## src/rtl/ge_arb_pkg.sv

```systemverilog
// Shared types and helpers for the round-robin signed compare arbiter.
// Holds the FSM state enum, default sizes and the rr_next priority search.
package ge_arb_pkg;

  typedef enum logic [1:0] {
    IDLE,
    CMP,
    RESP
  } state_t;

  localparam int N_REQ_DEF = 4;
  localparam int WIDTH_DEF = 32;
  localparam int MAX_REQ   = 8;

  // First set bit of req at or above ptr, wrapping modulo n.
  // Returns ptr unchanged when nothing is requested.
  function automatic logic [2:0] rr_next(
    input logic [2:0]         ptr,
    input logic [MAX_REQ-1:0] req,
    input int                 n
  );
    logic hit;
    int   idx;
    hit     = 1'b0;
    rr_next = ptr;
    for (int k = 0; k < MAX_REQ; k++) begin
      idx = (int'(ptr) + k) % n;
      if (k < n && !hit && req[idx[2:0]]) begin
        hit     = 1'b1;
        rr_next = idx[2:0];
      end
    end
  endfunction

endpackage

```

## src/rtl/ge_compare_arbiter_if.sv

```systemverilog
// Request/response bundle between compare clients and the arbiter.
// master: clients (valid, operands, rsp_ready); slave: arbiter.
interface ge_compare_arbiter_if
  import ge_arb_pkg::*;
#(
  parameter int N_REQ = N_REQ_DEF,
  parameter int WIDTH = WIDTH_DEF,
  parameter int ID_W  = $clog2(N_REQ)
);

  logic [N_REQ-1:0]       req_valid;
  logic [N_REQ-1:0]       req_ready;
  logic [N_REQ*WIDTH-1:0] req_a;
  logic [N_REQ*WIDTH-1:0] req_b;
  logic                   rsp_valid;
  logic                   rsp_ready;
  logic [ID_W-1:0]        rsp_id;
  logic                   rsp_ge;

  modport master (
    output req_valid, req_a, req_b, rsp_ready,
    input  req_ready, rsp_valid, rsp_id, rsp_ge
  );

  modport slave (
    input  req_valid, req_a, req_b, rsp_ready,
    output req_ready, rsp_valid, rsp_id, rsp_ge
  );

endinterface

```

## src/rtl/greaterOrEqual.sv

```systemverilog
// Full-width signed a >= b comparator.
// Ports: a, b operands (two's complement); eq = 1 iff a >= b.
module greaterOrEqual #(
  parameter int WIDTH = 32
) (
  input  logic [WIDTH-1:0] a,
  input  logic [WIDTH-1:0] b,
  output logic             eq
);

  assign eq = $signed(a) >= $signed(b);

endmodule

```

## src/rtl/ge_compare_arbiter.sv

```systemverilog
// Round-robin sharing of one signed >= comparator among N_REQ clients.
// Ports: clk, rst (sync, high), bus (slave request/response), busy.
module ge_compare_arbiter
  import ge_arb_pkg::*;
#(
  parameter int N_REQ = N_REQ_DEF,
  parameter int WIDTH = WIDTH_DEF,
  parameter int ID_W  = $clog2(N_REQ)
) (
  input  logic                 clk,
  input  logic                 rst,
  ge_compare_arbiter_if.slave  bus,
  output logic                 busy
);

  state_t             state;
  state_t             state_n;
  logic [ID_W-1:0]    rr_ptr;
  logic [ID_W-1:0]    id_q;
  logic [ID_W-1:0]    win;
  logic [WIDTH-1:0]   a_q;
  logic [WIDTH-1:0]   b_q;
  logic [WIDTH-1:0]   a_sel;
  logic [WIDTH-1:0]   b_sel;
  logic               ge_q;
  logic               ge_w;
  logic               hs;
  logic [MAX_REQ-1:0] vld_ext;

  assign vld_ext = MAX_REQ'(bus.req_valid);
  assign win     = ID_W'(rr_next(3'(rr_ptr), vld_ext, N_REQ));

  greaterOrEqual #(
    .WIDTH (WIDTH)
  ) u_ge (
    .a  (a_q),
    .b  (b_q),
    .eq (ge_w)
  );

  // Constant-index mux keeps the operand select free of wide indices.
  always_comb begin
    a_sel = '0;
    b_sel = '0;
    for (int i = 0; i < N_REQ; i++) begin
      if (win == ID_W'(i)) begin
        a_sel = bus.req_a[i*WIDTH +: WIDTH];
        b_sel = bus.req_b[i*WIDTH +: WIDTH];
      end
    end
  end

  always_comb begin
    state_n       = state;
    bus.req_ready = '0;
    hs            = 1'b0;
    unique case (state)
      IDLE: begin
        if (|bus.req_valid) begin
          bus.req_ready[win] = 1'b1;
          hs                 = 1'b1;
          state_n            = CMP;
        end
      end
      CMP:  state_n = RESP;
      RESP: begin
        if (bus.rsp_ready) state_n = IDLE;
      end
      default: state_n = IDLE;
    endcase
  end

  assign bus.rsp_valid = (state == RESP);
  assign bus.rsp_id    = id_q;
  assign bus.rsp_ge    = ge_q;
  assign busy          = (state != IDLE);

  always_ff @(posedge clk) begin
    if (rst) begin
      state  <= IDLE;
      rr_ptr <= '0;
      id_q   <= '0;
      ge_q   <= 1'b0;
      a_q    <= '0;
      b_q    <= '0;
    end else begin
      state <= state_n;
      if (hs) begin
        a_q  <= a_sel;
        b_q  <= b_sel;
        id_q <= win;
      end
      if (state == CMP) ge_q <= ge_w;
      if (bus.rsp_valid && bus.rsp_ready) begin
        rr_ptr <= (id_q == ID_W'(N_REQ - 1)) ? '0
                : id_q + ID_W'(1);
      end
    end
  end

endmodule

```

## src/flat_wrapper.sv

```systemverilog
// flat-port wrapper written by rule: the top's interface ports become plain ports
module ge_compare_arbiter_flat import ge_arb_pkg::*;
#(
  parameter int N_REQ = N_REQ_DEF,
  parameter int WIDTH = WIDTH_DEF,
  parameter int ID_W  = $clog2(N_REQ)
)
  (clk, rst, busy, bus_req_valid, bus_req_a, bus_req_b, bus_rsp_ready, bus_req_ready, bus_rsp_valid, bus_rsp_id, bus_rsp_ge);
  ge_compare_arbiter_if #(.N_REQ(N_REQ), .WIDTH(WIDTH), .ID_W(ID_W)) bus_i ();
  input  logic clk;
  input  logic rst;
  output logic busy;
  input wire logic [$bits(bus_i.req_valid)-1:0] bus_req_valid;
  input wire logic [$bits(bus_i.req_a)-1:0] bus_req_a;
  input wire logic [$bits(bus_i.req_b)-1:0] bus_req_b;
  input wire logic [$bits(bus_i.rsp_ready)-1:0] bus_rsp_ready;
  output wire logic [$bits(bus_i.req_ready)-1:0] bus_req_ready;
  output wire logic [$bits(bus_i.rsp_valid)-1:0] bus_rsp_valid;
  output wire logic [$bits(bus_i.rsp_id)-1:0] bus_rsp_id;
  output wire logic [$bits(bus_i.rsp_ge)-1:0] bus_rsp_ge;
  assign bus_i.req_valid = bus_req_valid;
  assign bus_i.req_a = bus_req_a;
  assign bus_i.req_b = bus_req_b;
  assign bus_i.rsp_ready = bus_rsp_ready;
  assign bus_req_ready = bus_i.req_ready;
  assign bus_rsp_valid = bus_i.rsp_valid;
  assign bus_rsp_id = bus_i.rsp_id;
  assign bus_rsp_ge = bus_i.rsp_ge;
  ge_compare_arbiter #(.N_REQ(N_REQ), .WIDTH(WIDTH), .ID_W(ID_W)) u_core (.clk(clk), .rst(rst), .bus(bus_i), .busy(busy));
endmodule
```

## config.mk

```make
export PLATFORM = sky130hd
export DESIGN_NAME = ge_compare_arbiter_flat
export DESIGN_NICKNAME = d
export VERILOG_FILES = /design/src/rtl/ge_arb_pkg.sv /design/src/rtl/ge_compare_arbiter_if.sv /design/src/rtl/greaterOrEqual.sv /design/src/rtl/ge_compare_arbiter.sv /design/src/flat_wrapper.sv
export SDC_FILE = /design/constraint.sdc
export NUM_CORES = 1
export LEC_CHECK = 0
export CAP_MARGIN = 20
export CORE_ASPECT_RATIO = 0.75
export CORE_UTILIZATION = 41
export CTS_BUF_LIST = sky130_fd_sc_hd__clkbuf_8
export CTS_CLUSTER_DIAMETER = 30
export DETAILED_ROUTE_END_ITERATION = 7
export GPL_TIMING_DRIVEN = 1
export PLACE_DENSITY_LB_ADDON = 0.1
export SYNTH_ARGS = -nofsm -noshare
export SYNTH_HDL_FRONTEND = slang
export SYNTH_SLANG_ARGS = --single-unit
```

## constraint.sdc

```tcl
create_clock -name clk -period 2.8 [get_ports clk]
set_clock_uncertainty 0.1 [all_clocks]
set_input_delay 0.42 -clock clk [delete_from_list [all_inputs] [get_ports clk]]
set_output_delay 0.42 -clock clk [all_outputs]
set_load 0.01 [all_outputs]
```

* After elaboration in Yosys (flattened, before gate mapping) *
Index checks and enable logic that the tools add are counted.
W data, S select, Z words.

operators by class
  add/sub/neg operators = 4
  $mul = 0
  div/mod/pow operators = 0
  $lt $le $gt $ge = 7
  equal/unequal tests = 8
  shift operators = 0
  muxes and demuxes = 32
  bitwise gates (word level) = 3
  reductions and logical operators = 16

operators with widths
  kind                   number
  $mux W32               8
  $ge A32 B32 Y1         1
  $lt A3 B4 Y1 const B   3
  $mux W2                6
  $mux W1                10
  $bmux W1 S3            3
  $eq A2 B2 Y1 const B   4
  $mux W4                2
  $pmux W2 S3            1
  $reduce_or A2 Y1       3
  $logic_and A1 B1 Y1    5
  $add A2 B1 Y2 const B  2
  $add A2 B2 Y2 const B  2
  $eq A2 B1 Y1 const B   2
  $logic_not A2 Y1       2
  $lt A2 B4 Y1 const B   1
  $reduce_or A4 Y1       1
  $and A1 B1 Y1 const A  3
  $logic_not A1 Y1       3
  $lt A2 B3 Y1 const B   1
  $bmux W1 S2            1
  $demux W1 S2           1
  $ge A2 B1 Y1 const B   1
  $ne A2 B1 Y1 const B   1
  3 further kinds        3

storage, ports and cells
  flip-flop bits (word level) = 71
  bits in latches = 0
  bits in writable memories = 0
  ROM bits = 0
  input port bits = 263
  output and inout bits = 9
  memories kept = 0

* Logic depth before layout (Yosys ltp) *
  word-level depth = 19
  mapped depth = 8
  gate-level depth less buffers = 8

* Hierarchy *
From an unflattened synthesis, not the netlist that was laid out.

unflattened totals
  cell total of the unflattened synthesis = 529
  area, all modules = 4,993.5 µm²

modules (own cells, without submodules)
  module              instances  cells an instance  area each (µm²)  seq. area each (µm²)
  ge_compare_arbiter  1          415                4,117.7          1,421.4
  greaterOrEqual      1          114                875.8            0.0

* Least setup slack after synthesis *
Ideal clock, no wire load.

  kind = in2reg
  from = input port bus_req_valid[2]
  to = register u_core.b_q[10]
  setup time = 129 ps
  data arrival time = 2,030 ps
  required time = 2,571 ps
  path slack = 540 ps
  stages = 8
  buffers on the path = 2
  cell sequence = nor2b_1 > a21o_2 > a221oi_4 > buf_12 > buf_12 > mux4_2 > nand2_1 > o31ai_1

on the way
  word-level cells in the longest chain between the ends = 17
  elaborated cells on any way between the ends = 31
  those cells by class = 3 x eq/ne; 20 x mux; 8 x reduce/logical

RTL lines
  element                        RTL line                  text
  from (decl)                    flat_wrapper.sv:13        input wire logic [$bits(bus_i.req_valid)-1:0] bus_req_valid;
  $bmux W1 S2                    ge_arb_pkg.sv:28          if (k < n && !hit && req[idx[2:0]]) begin
  $mux W1 (not written as such)  ge_arb_pkg.sv:28
  $mux W1                        ge_arb_pkg.sv:28
  $logic_not A1 Y1               ge_arb_pkg.sv:28
  $logic_and A1 B1 Y1            ge_arb_pkg.sv:28
  $mux W1                        ge_arb_pkg.sv:28
  $logic_not A1 Y1               ge_arb_pkg.sv:28
  $logic_and A1 B1 Y1            ge_arb_pkg.sv:28
  $mux W1                        ge_arb_pkg.sv:28
  $logic_not A1 Y1               ge_arb_pkg.sv:28
  $logic_and A1 B1 Y1            ge_arb_pkg.sv:28
  $mux W2                        ge_arb_pkg.sv:28
  $logic_not A2 Y1               ge_compare_arbiter.sv:46  if (win == ID_W'(i)) begin
  $mux W32 (4 in a row)          ge_compare_arbiter.sv:46
  to (signal assigned)           ge_compare_arbiter.sv:90  b_q <= b_sel;
  to (decl)                      ge_compare_arbiter.sv:22  logic [WIDTH-1:0] b_q;

Several ways; a longest one is shown, not always the timed one. The select of a mux whose other input is x is not followed.
A chain may end at the register's enable or synchronous reset.

* Worst setup path in the final report *
  from = input port bus_req_valid[2]
  to = register u_core.b_q[21]

Same word-level chain as after synthesis.

==> qor.yml <==
outcome: "completed"
min_period_over_period: 0.935
multiInputGateArea_um2: 3200
critPathMaxStageDelay_ns: 0.55
r2r_end: "u_core.b_q[21]"
synthCells: 490
synth-seq-cells: 71
cp-end-kind: "register"
die-area_um2: 12800
grt_overflow: 0
synth_ff_type: "dfxtp_1"
async_flop_share: 0
fin_setup_tns_ns: 0
grt_pass1_wl_mm: 23.8
cts_tree: "yes"
place.gp.congestion: 0.772
slew_headroom: 0.461
cp_cell_sequence: "clkdlybuf4s50_1 -> nor2b_1 -> a21o_2 -> a221oi_4 -> buf_4 -> buf_12 -> mux4_2 -> nand2_1 -> o31ai_1"
clk_pin_slew_ns: 0.07
finalSetupViolations: 0
hold_path.class: "register to register"
fillCellCount: 977
crit_end: "u_core.b_q[21]"
yosys_warnings: 0
start_kind: "primary input"
rsz0062_at_grt: "no"
min_period_ns: 2.62
maxSlewViolCount: 0
fmax_mhz: 382
leakage_uw: 0.00304
syn_area_per_cell_um2: 10.3
cp_slowest_cell: "mux4_2"
crit_arrival_ns: 2.73
hp-start: "u_core.a_q[23]"
drt-initial-drc-count: 213
drive_gt1_frac: 0.129
drcViolationCount: 0
power_density_nw_per_um2: 442
initial_core_util: 0.428
required_ns: 2.92
synth-edff-count: 0
drt-total-wl_mm: 15.1
final_nets: 1048
worstHoldPathCells: 2
cts.sinks: 71
numCtsBuffers: 9
cts_root_buffer: "clkbuf_8"
die_h_um: 98.2
synth_area_um2: 5060
grt_pass1_vias: 5042
synth_seq_area_share: 0.281
grt_util_all_layers: 0.239
reg2regPathDepth: 8
clk_latency_ns: 0.35
finish.utilization: 0.682
regArea_um2: 1420
wl_per_cell_um: 16.5
setup.worst_path.start: "bus_req_valid[2]"
syn2layout_area_growth_pct: 59.4
clockBufferDepth: 2
grt_max_degree: 65
reg2reg_from: "u_core.rr_ptr[0]"
vdd_drop_max_v: 0.000262
maxCapViolCount: 0
r2r_setup_slack_ns: 0.39
grt_antenna_before_repair: 0
ant_nets: 0
chipWidth_um: 130
synth_cell_types: 41
synth_fp_nets: 786
worstPathMaxFanout: 30
io_buffer_count: 271
via_per_inst: 5.27
critical_path_class: "primary input to register"
htree_levels: 3
finalHoldViolations: 0
core_um2: 11800
place_hpwl_mm: 12.0
worst_pin_slew_ns: 0.806
num_rows: 34
hold_buffers: 0
dr.pass1.iters: 4
route.vias.total: 4851
io_pins: 272
==> report_power, final <==
part           internal, uW  switching, uW
Clock                   677            384
Sequential             1130           54.9
Combinational           764            554
Total                  2570            993
==> what timing repair did <==
action                                  4_1_cts  5_1_grt
endpoints found under the setup margin        3        1
hold endpoints to repair                      0        0
buffers inserted                              0        0
gates resized for setup                       4        1
==> worst min path at each step <==
stage / to / slack [ns]
after floorplan: u_core.a_q[10] / 0.34
after global placement: u_core.a_q[12] / 0.35
after detailed placement: u_core.a_q[23] / 0.35
after CTS: u_core.a_q[23] / 0.36
after global routing: u_core.a_q[8] / 0.38
final: u_core.a_q[23] / 0.36
==> synth_stat cells, drive strengths merged, types with 2 or more instances <==
cell type  count  area share
clkbuf        19       0.028
inv           34       0.025
dfxtp         71        0.28
nand2        112       0.083
a211oi         2      0.0030
o21ai          3      0.0030
o211ai         2      0.0030
or2b           2      0.0030
o31ai         32       0.047
buf           16       0.036
nor3           3      0.0030
a21oi         52       0.054
a21o           2      0.0035
nand2b         3      0.0037
nand3          3      0.0030
nor2          11      0.0082
nor2b          4      0.0049
ha            33       0.082
mux4          64        0.29
nand4          7      0.0087
==> placed cells by master (no fill, tap or decap), types with 7 or more instances in the layout <==
cell type,Yosys,layout
clkdlybuf4s50_1,0,266
nand2_1,112,110
dfxtp_1,71,71
mux4_2,57,57
a21oi_1,51,50
inv_1,34,35
ha_1,33,33
o31ai_1,32,32
buf_4,0,14
nor2_1,11,10
clkbuf_8,7,9
nand4_1,7,7
mux4_1,7,7
==> flip-flops by register name, indices dropped and copies added (netlist names) <==
| signal | count |
|---|---|
| u_core.a_q | 32 |
| u_core.b_q | 32 |
| u_core.bus.rsp_ge | 1 |
| u_core.bus.rsp_id | 2 |
| u_core.rr_ptr | 2 |
| u_core.state | 2 |
==> cell families after synthesis <==
group / count (synthesis) / share of synthesized area
AO/OA/AOI/OAI: 102 / 0.132
adder cells (fa/ha/maj): 33 / 0.0816
buffers and inverters: 70 / 0.0912
flip-flops: 71 / 0.281
multiplexers: 64 / 0.290
AND/OR/NAND/NOR: 150 / 0.124
==> stage by stage <==
step	cells	worst slack, ns	hold slack, ns	total power [uW]	area, um2
global placement	903	-0.0847	0.349	2500	7800
floorplan	490	0.540	0.340	1990	5060
finish	920	0.182	0.363	3570	8070
global route	919	0.0628	0.382	3790	8070
detailed placement	903	-0.173	0.353	2530	7800
CTS	919	0.00953	0.363	3600	8060
==> worst max-delay path: cells and delay by family <==
family                 cells  cell delay (ns)
multiplexers               1             0.55
buffers and inverters      3             0.90
AO/OA/AOI/OAI              3             0.56
AND/OR/NAND/NOR            2             0.27
==> area by class of cell <==
class | instances | share of cell area
clock inverters | 7 | 0.0169
well taps | 162 | 0.0251
clock buffers | 9 | 0.0154
inverters | 34 | 0.0158
diodes | 1 | 0.000310
flip-flops and latches | 71 | 0.176
multi-input cells | 349 | 0.397
repair buffers | 287 | 0.353
==> per-layer routing <==
layer,wire [um],part of all wire,global-route usage,vias to the layer above
met4,163,0.011,0.0510,0
met1,5890,0.39,0.271,2301
met5,0,0,0,-
met2,7750,0.51,0.442,187
met3,1330,0.088,0.0647,15
li1,-,-,-,2348
(Power assumes the default switching activity.)
